### src/rtl/traffic_pkg.sv
// Shared types and constants for the traffic light controller:
// state codes, lamp encodings and default phase durations.
package traffic_pkg;

  typedef enum logic [2:0] {
    ST_INIT   = 3'd0,
    ST_MG     = 3'd1,
    ST_MY     = 3'd2,
    ST_SG     = 3'd3,
    ST_SG_EXT = 3'd4,
    ST_SY     = 3'd5,
    ST_WALK   = 3'd6
  } state_e;

  // Lamp bit order is {red, yellow, green}.
  localparam logic [2:0] LAMP_RED = 3'b100;
  localparam logic [2:0] LAMP_YEL = 3'b010;
  localparam logic [2:0] LAMP_GRN = 3'b001;

  localparam int T_MAIN_DEF = 7;
  localparam int T_SIDE_DEF = 5;
  localparam int T_YEL_DEF  = 2;
  localparam int T_EXT_DEF  = 3;
  localparam int T_WALK_DEF = 6;

  // A zero duration would never let the timer expire, so it is bumped to 1.
  function automatic logic [3:0] clamp_dur(input int d);
    logic [3:0] r;
    if (d < 1) begin
      r = 4'd1;
    end else if (d > 15) begin
      r = 4'd15;
    end else begin
      r = 4'(d);
    end
    return r;
  endfunction

endpackage

### src/rtl/traffic_fsm_input_sync.sv
// Two-flop synchronizer for an asynchronous input, with a registered
// rising-edge pulse aligned to the synchronized level.
module input_sync (
  input  logic clk,
  input  logic rst_n,
  input  logic async_i,
  output logic level_o,
  output logic rise_o
);

  logic meta_q, meta_d;
  logic sync_q, sync_d;
  logic rise_q, rise_d;

  always_comb begin
    meta_d = async_i;
    sync_d = meta_q;
    rise_d = meta_q & ~sync_q;
  end

  always_ff @(posedge clk or negedge rst_n) begin
    if (!rst_n) begin
      meta_q <= 1'b0;
      sync_q <= 1'b0;
      rise_q <= 1'b0;
    end else begin
      meta_q <= meta_d;
      sync_q <= sync_d;
      rise_q <= rise_d;
    end
  end

  assign level_o = sync_q;
  assign rise_o  = rise_q;

endmodule

### src/rtl/traffic_fsm.sv
// Traffic light sequencer: drives the external timer with one start strobe
// per phase entry and advances on a guarded expiry from that timer.
module traffic_fsm
  import traffic_pkg::*;
#(
  parameter int T_MAIN = T_MAIN_DEF,
  parameter int T_SIDE = T_SIDE_DEF,
  parameter int T_YEL  = T_YEL_DEF,
  parameter int T_EXT  = T_EXT_DEF,
  parameter int T_WALK = T_WALK_DEF
) (
  input  logic       clk,
  input  logic       sys_reset_n,
  input  logic       car_sensor,
  input  logic       walk_button,
  input  logic       expired,
  output logic       start_timer,
  output logic [3:0] input_value,
  output logic       timer_enable,
  output logic [2:0] main_light,
  output logic [2:0] side_light,
  output logic       walk,
  output logic [2:0] state_dbg
);

  localparam logic [3:0] D_MAIN = clamp_dur(T_MAIN);
  localparam logic [3:0] D_SIDE = clamp_dur(T_SIDE);
  localparam logic [3:0] D_YEL  = clamp_dur(T_YEL);
  localparam logic [3:0] D_EXT  = clamp_dur(T_EXT);
  localparam logic [3:0] D_WALK = clamp_dur(T_WALK);

  state_e     state_q, state_d;
  logic       start_q, start_d;
  logic [3:0] value_q, value_d;
  logic       guard_q, guard_d;
  logic       armed_q, armed_d;
  logic       walk_pending_q, walk_pending_d;
  logic       ext_used_q, ext_used_d;
  logic       timer_enable_q, timer_enable_d;
  logic [2:0] main_q, main_d;
  logic [2:0] side_q, side_d;
  logic       walk_q, walk_d;

  logic       sensor_sync, sensor_rise_unused;
  logic       walk_rise, walk_level_unused;
  logic       fire, walk_req, enter;
  state_e     nxt_state;
  logic [3:0] nxt_dur;

  input_sync u_sensor_sync (
    .clk     (clk),
    .rst_n   (sys_reset_n),
    .async_i (car_sensor),
    .level_o (sensor_sync),
    .rise_o  (sensor_rise_unused)
  );

  input_sync u_walk_sync (
    .clk     (clk),
    .rst_n   (sys_reset_n),
    .async_i (walk_button),
    .level_o (walk_level_unused),
    .rise_o  (walk_rise)
  );

  // Expiry only counts once armed, two cycles after the strobe, so a stale
  // expired level left over from the previous phase cannot skip a phase.
  always_comb begin
    state_d        = state_q;
    start_d        = 1'b0;
    value_d        = value_q;
    guard_d        = start_q;
    armed_d        = armed_q | guard_q;
    walk_pending_d = walk_pending_q;
    ext_used_d     = ext_used_q;
    timer_enable_d = 1'b1;
    enter          = 1'b0;
    nxt_state      = ST_INIT;
    nxt_dur        = D_MAIN;
    fire           = armed_q & expired;
    walk_req       = walk_pending_q | walk_rise;

    if (walk_rise && (state_q != ST_WALK)) begin
      walk_pending_d = 1'b1;
    end

    case (state_q)
      ST_INIT: begin
        enter     = 1'b1;
        nxt_state = ST_MG;
        nxt_dur   = D_MAIN;
      end
      ST_MG: begin
        if (fire) begin
          enter = 1'b1;
          if (sensor_sync || walk_req) begin
            nxt_state = ST_MY;
            nxt_dur   = D_YEL;
          end else begin
            nxt_state = ST_MG;
            nxt_dur   = D_MAIN;
          end
        end
      end
      ST_MY: begin
        if (fire) begin
          enter = 1'b1;
          if (walk_req) begin
            nxt_state = ST_WALK;
            nxt_dur   = D_WALK;
          end else begin
            nxt_state  = ST_SG;
            nxt_dur    = D_SIDE;
            ext_used_d = 1'b0;
          end
        end
      end
      ST_SG: begin
        if (fire) begin
          enter = 1'b1;
          if (sensor_sync && !ext_used_q) begin
            nxt_state  = ST_SG_EXT;
            nxt_dur    = D_EXT;
            ext_used_d = 1'b1;
          end else begin
            nxt_state = ST_SY;
            nxt_dur   = D_YEL;
          end
        end
      end
      ST_SG_EXT: begin
        if (fire) begin
          enter     = 1'b1;
          nxt_state = ST_SY;
          nxt_dur   = D_YEL;
        end
      end
      ST_SY: begin
        if (fire) begin
          enter = 1'b1;
          if (walk_req) begin
            nxt_state = ST_WALK;
            nxt_dur   = D_WALK;
          end else begin
            nxt_state = ST_MG;
            nxt_dur   = D_MAIN;
          end
        end
      end
      ST_WALK: begin
        if (fire) begin
          enter     = 1'b1;
          nxt_state = ST_MG;
          nxt_dur   = D_MAIN;
        end
      end
      default: begin
        state_d = ST_INIT;
      end
    endcase

    if (enter) begin
      state_d = nxt_state;
      start_d = 1'b1;
      value_d = nxt_dur;
      armed_d = 1'b0;
      if (nxt_state == ST_WALK) begin
        walk_pending_d = 1'b0;
      end
    end
  end

  // Lamps are decoded from the next state so the registered lamps line up
  // with the state register on the same clock.
  always_comb begin
    main_d = LAMP_RED;
    side_d = LAMP_RED;
    walk_d = 1'b0;
    case (state_d)
      ST_MG:     main_d = LAMP_GRN;
      ST_MY:     main_d = LAMP_YEL;
      ST_SG:     side_d = LAMP_GRN;
      ST_SG_EXT: side_d = LAMP_GRN;
      ST_SY:     side_d = LAMP_YEL;
      ST_WALK:   walk_d = 1'b1;
      default:   walk_d = 1'b0;
    endcase
  end

  always_ff @(posedge clk or negedge sys_reset_n) begin
    if (!sys_reset_n) begin
      state_q        <= ST_INIT;
      start_q        <= 1'b0;
      value_q        <= 4'd0;
      guard_q        <= 1'b0;
      armed_q        <= 1'b0;
      walk_pending_q <= 1'b0;
      ext_used_q     <= 1'b0;
      timer_enable_q <= 1'b0;
      main_q         <= LAMP_RED;
      side_q         <= LAMP_RED;
      walk_q         <= 1'b0;
    end else begin
      state_q        <= state_d;
      start_q        <= start_d;
      value_q        <= value_d;
      guard_q        <= guard_d;
      armed_q        <= armed_d;
      walk_pending_q <= walk_pending_d;
      ext_used_q     <= ext_used_d;
      timer_enable_q <= timer_enable_d;
      main_q         <= main_d;
      side_q         <= side_d;
      walk_q         <= walk_d;
    end
  end

  assign start_timer  = start_q;
  assign input_value  = value_q;
  assign timer_enable = timer_enable_q;
  assign main_light   = main_q;
  assign side_light   = side_q;
  assign walk         = walk_q;
  assign state_dbg    = state_q;

endmodule

### config.mk
export PLATFORM = sky130hd
export DESIGN_NAME = traffic_fsm
export DESIGN_NICKNAME = d
export VERILOG_FILES = /design/src/rtl/traffic_pkg.sv /design/src/rtl/traffic_fsm_input_sync.sv /design/src/rtl/traffic_fsm.sv
export SDC_FILE = /design/constraint.sdc
export NUM_CORES = 1
export LEC_CHECK = 0
export CAP_MARGIN = 40
export CORE_MARGIN = 3
export CORE_UTILIZATION = 30
export CTS_CLUSTER_SIZE = 16
export DETAILED_ROUTE_END_ITERATION = 6
export PLACE_DENSITY = 0.52
export SYNTH_ARGS = -nofsm -noshare
export SYNTH_HDL_FRONTEND = slang
export SYNTH_HIERARCHICAL = 1
export SYNTH_SLANG_ARGS = --single-unit
### constraint.sdc
create_clock -name clk -period 2 [get_ports clk]
set_input_delay 0.4 -clock clk [delete_from_list [all_inputs] [get_ports clk]]
set_output_delay 0.4 -clock clk [all_outputs]
set_load 0.005 [all_outputs]
Yosys cells after proc, flatten, opt, wreduce, memory -nomap -nowiden
Index checks and enable logic that the tools add are counted.
{"block": "word_totals", "regBits": 25, "latch_bits": 0, "ram_bits": 0, "romBits": 0, "input_bits": 5, "output_inout_bits": 16, "word_cells": 87, "memories": 0}
{"block": "classes", "addsub": 0, "mul": 0, "div": 0, "magnitude_cmp": 0, "eq_ne": 18, "n_shift": 0, "n_mux": 38, "bitwise": 5, "n_reduce_logical": 10}
{"operator": "$mux W3", "n": 12}
{"operator": "$eq A3 B3 Y1 const B", "n": 7}
{"operator": "$pmux W3 S7", "n": 1}
{"operator": "$mux W1", "n": 16}
{"operator": "$pmux W3 S5", "n": 1}
{"operator": "$eq A3 B2 Y1 const B", "n": 4}
{"operator": "$pmux W3 S2", "n": 2}
{"operator": "$mux W2", "n": 4}
{"operator": "$ne A2 B2 Y1 const B", "n": 4}
{"operator": "$reduce_or A7 Y1", "n": 1}
{"operator": "$eq A3 B1 Y1 const B", "n": 2}
{"operator": "$reduce_or A6 Y1", "n": 1}
{"operator": "$reduce_and A5 Y1", "n": 1}
{"operator": "$pmux W1 S2", "n": 2}
{"operator": "$logic_not A3 Y1", "n": 1}
{"operator": "$ne A3 B3 Y1 const B", "n": 1}
{"operator": "$and A1 B1 Y1", "n": 2}
{"operator": "$logic_and A1 B1 Y1", "n": 2}
{"operator": "$or A1 B1 Y1", "n": 2}
{"operator": "$reduce_bool A2 Y1", "n": 1}
{"operator": "$reduce_or A2 Y1", "n": 1}
{"operator": "$logic_not A1 Y1", "n": 1}
{"operator": "$logic_or A1 B1 Y1", "n": 1}
{"operator": "$not A1 Y1", "n": 1}

Logic depth before layout (Yosys ltp)
Gate-level depths: netlist (run 1).
{"block": "logic_depth", "depth_word": 9, "mapped_depth": 6, "depth_no_buf": 5}

By module
Netlist (run 1), hierarchy kept.
{"module": "traffic_fsm", "instances": 1, "cells_each": 99, "area_per_inst_um2": 1021.0, "seq_area_each_um2": 478.0}
{"module": "input_sync", "instances": 2, "cells_each": 4, "area_per_inst_um2": 88.8, "seq_area_each_um2": 75.1}

Least setup slack after synthesis (run 1)
OpenSTA, ideal clock, no wires.
{"block": "synth_timing", "path_type": "reg-to-reg", "startpoint": "register armed_q", "endpoint": "register side_q[0] (netlist: side_light[0])", "setup_time_ps": 79, "arrival_time_ps": 1477, "t_required_ps": 1921, "path_slack_ps": 444, "stages_incl_launch_ff": 7, "path_buffers": 1, "period_less_slack_ps": 1556, "cell_sequence": "dfrtp_1 > buf_6 > o2bb2ai_1 > a22o_4 > a32o_2 > nor2_2 > mux2i_1"}
{"block": "synth_between", "elab_chain_len": 7, "word_cells_on_any_way": 16, "cone_classes": "eq/ne: 3; mux: 11; bitwise: 1; reduce/logical: 1"}
{"item": "from (decl)", "line_no": "traffic_fsm.sv:36", "source": "logic armed_q, armed_d;"}
{"item": "from (signal assigned)", "line_no": "traffic_fsm.sv:208", "source": "armed_q <= armed_d;"}
{"item": "$and A1 B1 Y1 *", "line_no": "traffic_fsm.sv:80", "source": "fire = armed_q & expired;"}
{"item": "$mux W1 *"}
{"item": "$pmux W1 S2 *", "line_no": "traffic_fsm.sv:87", "source": "case (state_q)"}
{"item": "net enter", "line_no": "traffic_fsm.sv:46", "source": "logic fire, walk_req, enter;"}
{"item": "$mux W3 *", "line_no": "traffic_fsm.sv:162", "source": "if (enter) begin"}
{"item": "$eq A3 B3 Y1 / $eq A3 B2 Y1 (equally long branches)", "line_no": "traffic_fsm.sv:179", "source": "case (state_d)"}
{"item": "$reduce_or A2 Y1 (no line)"}
{"item": "$pmux W3 S2 *", "line_no": "traffic_fsm.sv:179"}
{"item": "net side_d[0]", "line_no": "traffic_fsm.sv:41", "source": "logic [2:0] side_q, side_d;"}
{"item": "to (signal assigned)", "line_no": "traffic_fsm.sv:213", "source": "side_q <= side_d;"}
{"item": "to (decl)", "line_no": "traffic_fsm.sv:41"}
Mark *: on every way through the listed nets, which the timed path passes. The rest lies on a longest branch.
A chain may end at the register's enable or synchronous reset.

Worst setup path after layout (run 1)
{"block": "layout_timing", "startpoint": "register state_q[2] (netlist: state_dbg[2])", "endpoint": "output state_dbg[2]"}
{"item": "from (decl)", "line_no": "traffic_fsm.sv:32", "source": "state_e state_q, state_d;"}
{"item": "from (signal assigned)", "line_no": "traffic_fsm.sv:204", "source": "state_q <= state_d;"}
{"item": "to (decl)", "line_no": "traffic_fsm.sv:23", "source": "output logic [2:0] state_dbg"}
No word-level cell between the ends.

==> results.sh, run 1 <==
export IMPL_outcome="complete, no violations"
export IMPL_layout_common_cells="dfrtp_1, clkdlybuf4s50_1, buf_4"
export IMPL_dr_first_iter_drc_count=75
export IMPL_vias=874
export IMPL_cts_root_buf="clkbuf_8"
export IMPL_cp_cell_sequence="buf_4 > clkdlybuf4s50_1"
export IMPL_r2r_slack_ps=280
export IMPL_setup_violations_final=0
export IMPL_drc=0
export IMPL_grt_usage_pct=11.0
export IMPL_cp_arrival_ps=1510
export IMPL_hold_path_depth=0
export IMPL_path_class="reg -> out"
export IMPL_leakagePower_uw=0.000666
export IMPL_path_buf_inv=2
export IMPL_cts_reportedPaths_clkPinSlew_ps=80
export IMPL_routedWlPerCell_um=12.3
export IMPL_firstDrtPassIters=4
export IMPL_numClockSinks=24
export IMPL_grt_pass1_wl_um=3820
export IMPL_port_buffers=19
export IMPL_postCtsSetupRepairBufs=0
export IMPL_p_clk_share_pct=17.3
export IMPL_syn_nets=111
export IMPL_peakVddDrop_mv=0.541
export IMPL_drv_cap=0
export IMPL_crit_path_start="state_dbg[2]"
export IMPL_rr_startpoint="state_dbg[1]"
export IMPL_timing_setup_tns_ps=0
export IMPL_layout_min_cycle_time_ps=1910
export IMPL_cts_tree="yes"
export IMPL_grt_pass1_vias=790
export IMPL_synth_avg_cell_area_um2=11.0
export IMPL_gp_congestion=0.926
export IMPL_critPathMaxFanout=10
export IMPL_syn_inst=105
export IMPL_p_comb_share_pct=49.0
export IMPL_min_from="u_sensor_sync/meta_q"
export IMPL_p_switching_uw=842
export IMPL_final_common_cell="dfrtp_1"
export IMPL_critical_path_top_delay_family="buffers and inverters"
export IMPL_post_route_period_util_pct=95.6
export IMPL_cp_required_ps=1600
export IMPL_cts_buffers=3
export IMPL_skew_ps=3.91
export IMPL_whs_ps=355
export IMPL_pin_count=21
export IMPL_nets=141
export IMPL_internal_power_uw=1590
export IMPL_antenna_found_initial=0
export IMPL_min_to="u_sensor_sync/level_o"
export IMPL_crit_slowest_cell="dfrtp_1"
export IMPL_area_growth_pct=30.7
export IMPL_core_area_um2=3520
export IMPL_synthesis_area_um2=1160
export IMPL_r2r_end="side_light[0]"
export IMPL_htreeDepth=1
export IMPL_cts_path_max_buffers=2
export IMPL_wl_um=2210
export IMPL_maxSlewViolCount=0
export IMPL_grt_max_degree=25
export IMPL_die_y_um=68.2
export IMPL_grt_setup_unrepaired="no"
export IMPL_initial_core_util_pct=32.9
export IMPL_grt_ovfl_total=0
export IMPL_crit_path_end_kind="output pin"
export IMPL_p_per_area_nw_per_um2=1610
export IMPL_r2r_cells=5
export IMPL_slowest_delay_ps=530
export IMPL_via_per_inst=4.86
export IMPL_clk_insertion_delay_late_ps=270
export IMPL_p_sw_share_pct=34.6
export IMPL_power_frac_seq_pct=33.7
export IMPL_cp_start_kind="register"
export IMPL_detail_route_antenna_nets=0
export IMPL_hold_viol=0
export IMPL_ys_warn_count=6
export IMPL_fp_row_count=21
export IMPL_dieArea_um2=4650
export IMPL_hold_class="reg -> reg"
export IMPL_drive_above_1_share_pct=26.1
export IMPL_fmax_mhz=523
export IMPL_fp_dieW_um=68.2
export IMPL_n_antenna_cell=0
export IMPL_dp_hpwl_um=1670
==> per-layer routing <==
layer	global-route usage [%]	up-vias	routed length, um
met5	0	-	0
met4	5.96	0	44
met3	2.46	5	109
met2	15.6	18	1030
met1	15.3	417	1020
li1	-	434	-
==> cell type report <==
cell class	instances	area, um^2
Clock buffer	3	41.3
Clock inverter	1	30.0
Fill cell	356	2000
Inverter	6	22.5
Multi-Input combinational cell	70	485
Sequential cell	24	604
Tap cell	46	57.6
Timing Repair Buffer	30	275
==> worst max-delay path by stage <==
| stage | end | cells after the start |
|---|---|---|
| 2_1_floorplan | side_light[0] | 6 |
| 3_3_place_gp | side_light[0] | 6 |
| 3_5_place_dp | side_light[0] | 6 |
| 4_1_cts | state_dbg[2] | 2 |
| 5_1_grt | state_dbg[2] | 2 |
| 6_report | state_dbg[2] | 2 |
==> registers in the layout (all words and copies together), names as in the netlist <==
register / cells
main_light: 3
u_walk_sync/level_o: 1
guard_q: 1
walk_pending_q: 1
u_sensor_sync/meta_q: 1
walk: 1
state_dbg: 3
side_light: 3
start_timer: 1
armed_q: 1
u_walk_sync/meta_q: 1
u_sensor_sync/level_o: 1
ext_used_q: 1
input_value: 3
timer_enable: 1
u_walk_sync/rise_o: 1
==> metrics by stage <==
stage	std cells	util [%]	worst slack (ps)	cell area (um^2)	power, uW
final	180	43.1	88.7	1520	2440
after global routing	180	43.1	11.7	1520	2640
after CTS	180	43.0	60.8	1510	2470
after detailed placement	176	40.9	-129	1440	2040
after global placement	176	40.9	-78.9	1440	2030
after floorplan	105	-	444	1160	1580
==> power by group through the flow <==
| stage | Clock, uW | Sequential (uW) | Combinational, uW |
|---|---|---|---|
| after global placement | 0 | 828 | 1200 |
| after floorplan | 0 | 771 | 806 |
| final | 422 | 820 | 1190 |
| after global routing | 461 | 850 | 1330 |
| after CTS | 439 | 821 | 1210 |
| after detailed placement | 0 | 833 | 1210 |
==> repair_timing <==
item,4_1_cts,5_1_grt
resized for setup,0,2
hold buffers,0,0
setup endpoints to repair,0,2
(Power assumes the default switching activity.)
==> run 2: changes to the inputs <==
PLACE_DENSITY = 0.53   (was 0.52)
SYNTH_HIERARCHICAL = unset   (was 1)
clock period = 2.4 ns   (was 2 ns; I/O delays follow)
==> results.sh, run 2 <==
export IMPL_yosys_most_used_dff="dfrtp_1"
export IMPL_cts_tree="yes"
export IMPL_synth_area_top_cells="dfrtp_1, nor2_1, dfstp_2"
export IMPL_place_ws_ps=310
export IMPL_peakVddDrop_mv=0.272
export IMPL_whs_ps=351
export IMPL_crit_slowest_cell="dfrtp_1"
export IMPL_r2r_slack_ps=610
export IMPL_maxSlewViolCount=0
export IMPL_synth_avg_cell_area_um2=10.3
export IMPL_synth_top_cells_by_count="dfrtp_1, nor2_1, nand2_1"
export IMPL_synth_xor_area_share_pct=0
export IMPL_core_area_um2=3440
export IMPL_outcome="complete, no violations"
export IMPL_grt_usage_pct=11.1
export IMPL_dr_first_iter_drc_count=30
export IMPL_post_route_period_util_pct=84.2
export IMPL_synth_edff_count=0
export IMPL_power_total_uw=1680
export IMPL_min_to="u_sensor_sync.level_o"
export IMPL_drv_cap=0
export IMPL_path_class="reg -> out"
export IMPL_area_growth_pct=23.1
export IMPL_p_per_area_nw_per_um2=1230
export IMPL_hold_path_depth=0
export IMPL_vias=832
export IMPL_min_from="u_sensor_sync.meta_q"
export IMPL_grt_pass1_wl_um=3810
export IMPL_wl_um=2050
export IMPL_htreeDepth=1
export IMPL_fin_ws_ps=380
export IMPL_routedWlPerCell_um=12.0
export IMPL_setup_violations_final=0
export IMPL_antenna_found_initial=0
export IMPL_cp_start_kind="register"
export IMPL_via_per_inst=4.87
export IMPL_rr_startpoint="state_dbg[0]"
export IMPL_postCtsSetupRepairBufs=0
export IMPL_cp_arrival_ps=1540
export IMPL_synthAdderAreaFrac_pct=2.13
export IMPL_slowest_delay_ps=680
export IMPL_ys_warn_count=0
export IMPL_synth_cell_types=36
export IMPL_grt_pass1_vias=826
export IMPL_port_buffers=19
export IMPL_synth_top_family_by_area="simple AND/OR/NAND/NOR gates"
export IMPL_detail_route_antenna_nets=0
export IMPL_place_area_um2=1320
export IMPL_synthMuxAreaShare_pct=4.16
export IMPL_regArea_um2=603
export IMPL_cts_path_max_buffers=2
export IMPL_die_y_um=66.9
export IMPL_initial_core_util_pct=32.4
export IMPL_grt_max_degree=25
export IMPL_slew_headroom_pct=65.2
export IMPL_async_flop_share_pct=100
export IMPL_cts_resized=0
export IMPL_fmax_mhz=495
export IMPL_seq_area_frac_synth_pct=54.2
export IMPL_grt_setup_unrepaired="no"
export IMPL_leakagePower_uw=0.000570
export IMPL_filler_cell_count=333
export IMPL_fp_row_count=21
export IMPL_layout_common_cells="dfrtp_1, clkdlybuf4s50_1, nor2_1"
export IMPL_r2r_end="side_light[0]"
export IMPL_fp_dieW_um=66.9
export IMPL_hold_viol=0
export IMPL_cts_hold_buf=0
export IMPL_r2r_cells=5
export IMPL_synth_most_common_cell="dfrtp_1"
export IMPL_numClockSinks=24
export IMPL_crit_path_end_kind="output pin"
export IMPL_hold_class="reg -> reg"
export IMPL_cts_root_buf="clkbuf_8"
export IMPL_synth_area_leader_cell="dfrtp_1"
export IMPL_final_common_cell="dfrtp_1"
export IMPL_synthSimpleGateAreaFrac_pct=17.6
export IMPL_clk_insertion_delay_late_ps=260
export IMPL_syn_nets=114
export IMPL_drc=0
export IMPL_cts_buffers=3
export IMPL_syn_inst=108
export IMPL_timing_setup_tns_ps=0
export IMPL_critPathMaxFanout=19
export IMPL_layout_min_cycle_time_ps=2020
export IMPL_worstMarginPinSlew_ps=523
export IMPL_n_antenna_cell=0
export IMPL_cts_reportedPaths_clkPinSlew_ps=80
export IMPL_grt_ovfl_total=0
export IMPL_synthesis_area_um2=1110
export IMPL_final_area_um2=1370
export IMPL_cp_required_ps=1920
export IMPL_path_buf_inv=1
export IMPL_dieArea_um2=4480
export IMPL_gp_congestion=0.742
export IMPL_dp_hpwl_um=1440
export IMPL_drive_above_1_share_pct=11.2
export IMPL_pin_count=21
export IMPL_synth_compound_area_share_pct=15.4
export IMPL_cp_cell_sequence="clkdlybuf4s50_1"
export IMPL_skew_ps=2.99
export IMPL_nets=132
export IMPL_ys_ff_latch=24
export IMPL_multi_input_area_um2=445
export IMPL_critical_path_top_delay_family="flip-flops"
export IMPL_firstDrtPassIters=4
export IMPL_synthDominantCellAreaShare_pct=49.4
## run 2: area by class of cell
type,instances,share of cell area (%)
clock buffer,4,4.01
inverter,3,0.912
multi-input combinational,74,32.5
sequential,24,44.0
tap,46,4.20
timing repair buffer,20,14.4
## run 2: layer usage
metal	share of wire (%)	GRT usage [%]	up-vias
met5	0	0	-
met4	0.93	3.80	0
met3	4.0	2.53	2
met2	47	17.7	13
met1	48	14.6	411
li1	-	-	406
## run 2: through the flow
| step | instances | utilization, % |
|---|---|---|
| finish | 171 | 39.8 |
| global route | 171 | 39.8 |
| CTS | 171 | 39.8 |
| detailed placement | 167 | 38.2 |
| global placement | 167 | 38.2 |
| floorplan | 108 | - |
## run 2: report_power, final
group	internal [uW]	leakage [uW]	switching, uW
sequential	549	0.000287	125
combinational	394	0.000254	348
clock	146	0.0000288	120
## run 2: cell families (layout without fill, tap and decap cells)
kind of cell	count (synthesis)	count (layout)
adders and majority gates	2	2
DFF	24	24
buffers and inverters	10	27
and+or+nand+nor	41	41
AOI/OAI and AO/OA	25	25
muxes	4	4
other	2	2
## run 2: worst register-to-register path, stage by stage (launching register included)
cell	delay [ps]
dfrtp_1	580
or3b_1	470
o21ai_1	90
nand2_1	100
a21oi_4	270
mux2i_1	220
## run 2: worst max-delay path by stage
stage                       startpoint       endpoint  slack [ps]  cells past startpoint
after floorplan                expired  main_light[0]         760                      7
after global placement         expired           walk         320                      6
after detailed placement       expired  side_light[0]         310                      6
after CTS                 state_dbg[0]   state_dbg[0]         380                      1
after global routing      state_dbg[0]   state_dbg[0]         270                      1
final                     state_dbg[0]   state_dbg[0]         380                      1
==> run 3: changes to the inputs <==
clock period = 2 ns   (was 2.4 ns; I/O delays follow)
==> results.sh, run 3 (synthesized netlist as in run 2, its figures left out) <==
export IMPL_n_antenna_cell=0
export IMPL_min_from="u_sensor_sync.meta_q"
export IMPL_drv_cap=0
export IMPL_vias=826
export IMPL_cts_resized=0
export IMPL_drc=0
export IMPL_critical_path_top_delay_family="flip-flops"
export IMPL_cp_start_kind="register"
export IMPL_numClockSinks=24
export IMPL_grt_ovfl_total=0
export IMPL_dp_hpwl_um=1510
export IMPL_skew_ps=1.36
export IMPL_dpl_cell_count=171
export IMPL_critPathMaxFanout=13
export IMPL_grt_pass1_vias=813
export IMPL_internal_power_uw=1350
export IMPL_cts_reportedPaths_clkPinSlew_ps=80
export IMPL_fin_ws_ps=169
export IMPL_cp_required_ps=1600
export IMPL_crit_path_start="state_dbg[2]"
export IMPL_outcome="complete, no violations"
export IMPL_grt_setup_unrepaired="no"
export IMPL_p_clk_share_pct=15.6
export IMPL_antenna_found_initial=0
export IMPL_path_buf_inv=1
export IMPL_cts_hold_buf=0
export IMPL_cts_tree="yes"
export IMPL_p_comb_share_pct=46.4
export IMPL_fmax_mhz=546
export IMPL_p_sw_share_pct=35.1
export IMPL_p_switching_uw=731
export IMPL_cp_arrival_ps=1430
export IMPL_power_frac_seq_pct=38.0
export IMPL_fin_cells=175
export IMPL_htreeDepth=1
export IMPL_cts_buffers=3
export IMPL_port_buffers=19
export IMPL_grt_max_degree=25
export IMPL_pin_count=21
export IMPL_die_y_um=66.9
export IMPL_rr_startpoint="state_dbg[1]"
export IMPL_fp_dieW_um=66.9
export IMPL_slowest_delay_ps=590
export IMPL_peakVddDrop_mv=0.394
export IMPL_cp_cell_sequence="clkdlybuf4s50_1"
export IMPL_grt_pass1_wl_um=3740
export IMPL_initial_core_util_pct=32.4
export IMPL_clk_insertion_delay_late_ps=260
export IMPL_crit_path_end_kind="output pin"
export IMPL_hold_viol=0
export IMPL_firstDrtPassIters=4
export IMPL_layout_min_cycle_time_ps=1830
export IMPL_path_class="reg -> out"
export IMPL_cts_path_max_buffers=2
export IMPL_leakagePower_uw=0.000589
export IMPL_nets=136
export IMPL_gp_congestion=0.751
export IMPL_layout_common_cells="dfrtp_1, clkdlybuf4s50_1, nor2_1"
export IMPL_core_area_um2=3440
export IMPL_hold_class="reg -> reg"
export IMPL_dieArea_um2=4480
export IMPL_maxSlewViolCount=0
export IMPL_p_per_area_nw_per_um2=1490
export IMPL_fp_row_count=21
export IMPL_dr_first_iter_drc_count=38
export IMPL_wl_um=2090
export IMPL_routedWlPerCell_um=11.9
export IMPL_grt_usage_pct=10.9
export IMPL_final_common_cell="dfrtp_1"
export IMPL_area_growth_pct=25.8
export IMPL_place_ws_ps=-7.33
export IMPL_crit_slowest_cell="dfrtp_1"
export IMPL_setup_violations_final=0
export IMPL_cts_root_buf="clkbuf_8"
export IMPL_postCtsSetupRepairBufs=0
export IMPL_drive_above_1_share_pct=14.0
export IMPL_post_route_period_util_pct=91.6
export IMPL_via_per_inst=4.72
export IMPL_detail_route_antenna_nets=0
-- run 3: worst paths after layout --
kind	to	slack, ps	depth (start not counted)
worst max-delay path	state_dbg[2]	170	1
worst min-delay path	u_sensor_sync.level_o	350	0
worst max register to register	main_light[2]	260	5
worst min register to register	u_sensor_sync.level_o	350	0
max in group asynchronous	main_light[2]	1220	2
min in group asynchronous	input_value[0]	490	2
-- run 3: cell type report --
cell class	instances	area (um^2)
clock buffer	4	55.1
fill	335	2040
inverter	3	12.5
multi-input combinational	74	445
sequential	24	603
tap	46	57.6
timing repair buffer	24	228
-- run 3: power by group through the flow --
stage          Combinational (uW)  Clock, uW  Sequential (uW)
6_report                      968        325              792
4_1_cts                       977        343              792
3_5_place_dp                  973          0              803
5_1_grt                      1090        362              822
2_1_floorplan                 643          0              749
3_3_place_gp                  968          0              796
-- run 3: metrics by stage --
stage	util [%]	total power (uW)	setup TNS, ps	instance area [um^2]	hold WS [ps]
floorplan	-	1390	0	1110	104
global placement	39.1	1760	0	1350	332
detailed placement	39.1	1780	-16.8	1350	335
CTS	40.7	2110	0	1400	355
global route	40.7	2270	0	1400	382
finish	40.7	2090	0	1400	352
-- run 3: worst reg2reg max path: cells and delay by family (launching register included) --
family          cells  cell delay, ps
compound gates      2             360
flops               1             570
mux                 1             240
simple gates        2             510
-- run 3: per-layer routing --
layer  track usage, %  wire, um
met5                0         0
met2             17.6      1010
met3             2.02        75
met1             14.9       997
met4             3.04         0
